### src/rtl/bcd_updown_cnt.sv
// N-digit BCD up/down counter with synchronous load and programmable top.
// Carry, borrow and load-reject flags are one-cycle registered pulses.
module bcd_updown_cnt #(
  parameter int                  DIGITS   = 2,
  parameter logic [4*DIGITS-1:0] TOP      = {DIGITS{4'h9}},
  parameter bit                  SATURATE = 1'b0
) (
  input  logic                  CLK,
  input  logic                  RST,
  input  logic                  EN,
  input  logic                  UP,
  input  logic                  LOAD,
  input  logic [4*DIGITS-1:0]   DIN,
  output logic [4*DIGITS-1:0]   DOUT,
  output logic                  COUT,
  output logic                  BOUT,
  output logic                  TC,
  output logic                  ERR
);

  localparam int W = 4 * DIGITS;

  logic [W-1:0] inc;
  logic [W-1:0] dec;
  logic         din_bcd;
  logic         din_ok;
  logic         at_top;
  logic         at_zero;

  always_comb begin
    logic       c;
    logic       b;
    logic [3:0] ni;
    logic [3:0] nd;
    inc     = DOUT;
    dec     = DOUT;
    din_bcd = 1'b1;
    c       = 1'b1;
    b       = 1'b1;
    for (int i = 0; i < DIGITS; i++) begin
      ni = DOUT[4*i +: 4];
      nd = DOUT[4*i +: 4];
      if (c) begin
        if (ni == 4'd9) begin
          inc[4*i +: 4] = 4'd0;
        end else begin
          inc[4*i +: 4] = ni + 4'd1;
          c = 1'b0;
        end
      end
      if (b) begin
        if (nd == 4'd0) begin
          dec[4*i +: 4] = 4'd9;
        end else begin
          dec[4*i +: 4] = nd - 4'd1;
          b = 1'b0;
        end
      end
      if (DIN[4*i +: 4] > 4'd9) din_bcd = 1'b0;
    end
  end

  // With every nibble valid, BCD ordering matches binary ordering.
  assign din_ok  = din_bcd && (DIN <= TOP);
  assign at_top  = (DOUT == TOP);
  assign at_zero = (DOUT == '0);
  assign TC      = UP ? at_top : at_zero;

  always_ff @(posedge CLK or negedge RST) begin
    if (!RST) begin
      DOUT <= '0;
      COUT <= 1'b0;
      BOUT <= 1'b0;
      ERR  <= 1'b0;
    end else begin
      COUT <= 1'b0;
      BOUT <= 1'b0;
      ERR  <= 1'b0;
      if (LOAD) begin
        if (din_ok) DOUT <= DIN;
        else        ERR  <= 1'b1;
      end else if (EN && UP) begin
        if (!at_top) begin
          DOUT <= inc;
        end else if (!SATURATE) begin
          DOUT <= '0;
          COUT <= 1'b1;
        end
      end else if (EN) begin
        if (!at_zero) begin
          DOUT <= dec;
        end else if (!SATURATE) begin
          DOUT <= TOP;
          BOUT <= 1'b1;
        end
      end
    end
  end

endmodule

### config.mk
export PLATFORM = sky130hd
export DESIGN_NAME = bcd_updown_cnt
export DESIGN_NICKNAME = d
export VERILOG_FILES = /design/src/rtl/bcd_updown_cnt.sv
export SDC_FILE = /design/constraint.sdc
export NUM_CORES = 1
export LEC_CHECK = 0
export CORE_ASPECT_RATIO = 0.5
export CORE_UTILIZATION = 31
export DETAILED_ROUTE_END_ITERATION = 12
export PLACE_DENSITY = 0.54
export SLEW_MARGIN = 20
export SYNTH_ARGS = -nofsm -noshare
export SYNTH_HDL_FRONTEND = slang
export SYNTH_SLANG_ARGS = --single-unit
export TNS_END_PERCENT = 20
### constraint.sdc
create_clock -name CLK -period 2.15 [get_ports CLK]
set_clock_uncertainty 0.2 [all_clocks]
set_input_delay 0.5375 -clock CLK [delete_from_list [all_inputs] [get_ports CLK]]
set_output_delay 0.5375 -clock CLK [all_outputs]
set_load 0.02 [all_outputs]
Word level (Yosys, flattened, before mapping)
Cells that the tools add are included.

word-level totals
  output and inout port bits = 12
  bits in registers = 11
  word-level logic and storage cells = 52

cells by class
  order comparisons = 3
  eq/ne operators = 5
  add/subtract/negate cells = 4
  reduce and logical (&&, ||, !) cells = 9
  muxes and demuxes = 26

operator list
  kind                   number
  $mux W8                6
  $mux W4                6
  $mux W1                14
  $add A4 B1 Y4 const B  2
  $eq A4 B4 Y1 const B   2
  $eq A8 B8 Y1 const B   1
  $gt A4 B4 Y1 const B   2
  $le A8 B8 Y1 const B   1
  $logic_not A4 Y1       2
  $logic_not A8 Y1       1
  $sub A4 B1 Y4 const B  2
  $ne A4 B4 Y1 const B   1
  $reduce_and A4 Y1      1
  $reduce_bool A4 Y1     1
  $reduce_bool A3 Y1     1
  $logic_and A1 B1 Y1    2
  $ne A2 B1 Y1 const B   1
  $reduce_and A2 Y1      1

Longest topological paths before layout
  word-level depth = 7
  mapped depth = 6
  depth with buffers taken out = 6

Worst setup path before layout
Ideal clock, no wire load.

  path kind = flip-flop to output port
  start point = register DOUT[4]
  end point = output TC
  data arrival time = 1.720 ns
  stages on the path, launching flop included = 6
  buffers on the path = 0
  slack = -0.308 ns
  required time = 1.412 ns
  cell sequence = dfrtp_1 -> inv_1 -> ha_1 -> nor3b_1 -> nand2_1 -> o21ai_0

between the ends
  longest elaborated chain between the ends = 2
  elaborated cells between the ends (all ways) = 3

RTL lines
  what                                                     RTL line  RTL
  start, declared                                          14        output logic [4*DIGITS-1:0] DOUT,
  start signal, assigned                                   84        DOUT <= inc;
  $eq A8 B8 Y1 / $logic_not A8 Y1 (equally long branches)  65, 66
  $mux W1 *                                                67        assign TC = UP ? at_top : at_zero;
  end, declared                                            17        output logic TC,

Every way passes the cells marked *; elsewhere a longest branch is shown, timed or not.

Final worst setup path
  start point = register DOUT[1]
  end point = output TC

The elaborated chain is that of the path after synthesis.

==> flow_summary.yaml <==
synthesis:
  async_flop_share_pct: 100
  synth-edff-count: 0
  synth-seq-cells: 11
  yosys.area.top_type: "dfrtp_1"
  avgSynthCellArea_um2: 9.04
  netlist_instances: 99
  synth_warnings: 0
  synth.distinct_cells: 41
  synth_area_leaders: "dfrtp_1 (31%), ha_1 (8.4%), inv_1 (4.6%)"
  syn-num-nets: 118
  synthDominantCellAreaShare_pct: 30.8
  ys_seq_area_share_pct: 30.8
  netlist_area_um2: 895
  ys.flop_type: "dfrtp_1"
power_and_ir_drop:
  fin_total_pwr_mw: 1.48
  internal_power_uw: 883
  power_density_nw_per_um2: 947
  switchingPower_uw: 593
  max-vdd-ir-drop_uv: 619
  swShare_pct: 40.2
  p_clk_share_pct: 15.4
  comb_power_share_pct: 63.8
  power.leakage_nw: 0.722
  seqPwrFrac_pct: 20.8
critical_path:
  cpMaxStageDelayCell: "dfrtp_1"
  worst_setup_path_start_kind: "flip-flop"
  crit_path_max_fanout: 2
  path_class: "flip-flop to output pin"
  worstPathRequired_ns: 1.41
  crit_chain: "inv_2 -> buf_4 -> ha_1 -> and3b_2 -> nand3_2 -> o21ai_2 -> buf_6"
  endpoint_kind: "output pin"
  worstPathArrival_ns: 1.48
  critPathMaxStageDelay_ns: 0.38
cts:
  clkLatencyLatePin_ns: 0.25
  cts_sinks: 11
  cts_buffers: 3
  h-tree-depth: 1
  cts_tree: "done"
  clkSlewWorstSetupHoldPaths_ns: 0.06
  root_buffer: "clkbuf_8"
  hold_buffers: 0
  clock_path_buffers: 2
status:
  status: "finished with violations"
  violations: "negative setup slack"
sta:
  hold_violations: 0
  drv_slew: 0
  period_minus_slack_ns: 2.21
  fmax_ghz: 0.452
  setup_violations: 2
  worstMarginPinSlew_ns: 0.570
  setup_ws_ns: -0.0635
  post-route-period-util_pct: 103
  tns_ns: -0.0688
  slew_headroom_pct: 61.9
  rsz0062_at_grt: "yes"
routing:
  wl_per_cell_um: 14.0
  drc: 0
  first_pass_iters: 4
  via_per_inst: 5.06
  ant_nets: 0
  wirelength_mm: 2.79
  dr.first_iter.drc_count: 45
  vias: 1011
floorplanning:
  core_um2: 2670
  die-area_um2: 3120
  rows: 13
  die_w_um: 78.0
  start_util_pct: 33.5
  ios: 25
  dieHeight_um: 40.0
final_layout:
  n_fill_cell: 254
  drive_gt1_share_pct: 38.0
  diodes: 0
  fin_nets: 183
  area_growth_pct: 74.3
flow_run:
  cap_viol_max_count: 0
global_route:
  grt_max_degree: 13
  grt_pass1_vias: 911
  grtUsageTotal_pct: 20.4
  overflow: 0
  antenna_found_initial: 0
  grt_pass1_wl_mm: 4.52
placement:
  dp_hpwl_mm: 2.00
  io_buffers: 24
  place_congestion: 0.876
worst_hold_path:
  hold_path_class: "flip-flop to flip-flop"
stage by stage:
step | instance area (um^2) | hold WS [ns] | cells | util, % | setup WS (ns)
finish | 1560 | 0.427 | 200 | 58.4 | -0.0635
global route | 1560 | 0.458 | 200 | 58.4 | -0.132
CTS | 1530 | 0.440 | 198 | 57.3 | -0.0564
detailed placement | 1420 | 0.404 | 190 | 53.3 | -0.451
global placement | 1420 | 0.402 | 190 | 53.3 | -0.428
floorplan | 910 | 0.0419 | 99 | - | 0.00505
path summary, 6_finish.rpt:
check / start / end / slack [ns] / depth (start not counted)
worst min register to register: DOUT[7] / BOUT / 0.43 / 3
max in group asynchronous: RST / DOUT[1] / 0.92 / 1
min in group asynchronous: RST / DOUT[4] / 0.45 / 1
worst max-delay path: DOUT[1] / TC / -0.06 / 7
worst max register to register: DOUT[1] / DOUT[5] / 0.05 / 9
worst min-delay path: DOUT[7] / BOUT / 0.43 / 3
critical path: cells and delay by family (launching register included):
kind,cells,cell delay [ns]
fa+ha+maj,1,0.13
flops,1,0.38
buf+inv,3,0.33
compound gates,1,0.07
simple gates,2,0.31
synth_stat cells (2+ instances only):
| library cell | n |
|---|---|
| a21o_1 | 2 |
| a21oi_1 | 5 |
| a221oi_1 | 2 |
| a222oi_1 | 2 |
| and3b_1 | 2 |
| buf_6 | 2 |
| clkbuf_1 | 2 |
| dfrtp_1 | 11 |
| ha_1 | 6 |
| inv_1 | 11 |
| mux2i_1 | 2 |
| nand2_1 | 5 |
| nand3_1 | 4 |
| nor2_1 | 5 |
| nor3_1 | 4 |
| nor3_2 | 2 |
| o211a_1 | 2 |
| o21ai_0 | 4 |
| o21bai_1 | 2 |
| o22ai_1 | 2 |
| xnor2_1 | 2 |
layout by cell type (no fill, tap or decap), types with 2 or more instances in the layout:
master           Yosys  routed
a21o_1               2       2
a21oi_1              5       5
a221oi_1             2       2
a222oi_1             2       2
buf_4                0      39
buf_6                2       2
clkbuf_8             0       3
clkdlybuf4s50_1      0      18
dfrtp_1             11      11
dlygate4sd2_1        0       5
ha_1                 6       4
ha_4                 0       2
inv_1               11       8
inv_2                0       3
mux2i_1              2       2
nand2_1              5       3
nand2_2              0       2
nand3_1              4       3
nor2_1               5       5
nor3_1               4       4
nor3b_4              0       2
o211a_1              2       2
o21ai_0              4       3
o21bai_1             2       2
o22ai_1              2       2
xnor2_1              2       2
cell families (layout without fill, tap and decap cells):
| logic type | after synthesis | count (layout) | share of synthesized area (%) |
|---|---|---|---|
| buffers and inverters | 15 | 79 | 7.97 |
| adders and majority gates | 6 | 6 | 8.39 |
| DFF | 11 | 11 | 30.8 |
| AOI/OAI and AO/OA | 34 | 34 | 29.1 |
| muxes | 2 | 2 | 2.24 |
| xor gates and xnor gates | 2 | 2 | 1.96 |
| and+or+nand+nor | 29 | 29 | 19.6 |
power groups by stage:
| stage | Sequential, mW | Combinational (mW) | Clock, mW |
|---|---|---|---|
| finish | 0.307 | 0.942 | 0.227 |
| global route | 0.313 | 1.04 | 0.241 |
| global placement | 0.302 | 0.838 | 0 |
| detailed placement | 0.301 | 0.834 | 0 |
| CTS | 0.306 | 0.910 | 0.229 |
| floorplan | 0.396 | 0.337 | 0 |
metal layers:
metal / global-route usage (%) / share of wire (%)
met1: 26.5 / 49
met2: 34.3 / 45
met3: 5.45 / 4.7
met4: 6.48 / 1.1
met5: 0 / 0
repair_timing:
item	4_1_cts	5_1_grt
gates resized for setup	20	5
endpoints found under the setup margin	9	8
pin swaps	5	6
setup buffers	4	2
cloned	0	0
area by class of cell:
class	count	area, um^2	area share, %
multi-input cells	73	612	39.2
clock buffers	4	45.0	2.89
inverters	11	41.3	2.65
repair buffers	64	539	34.6
well taps	37	46.3	2.97
flip-flops and latches	11	275	17.7
registers in the layout, indices dropped and copies added, names as in the netlist:
signal,flops
COUT,1
DOUT,8
ERR,1
BOUT,1
(Power assumes the default switching activity.)
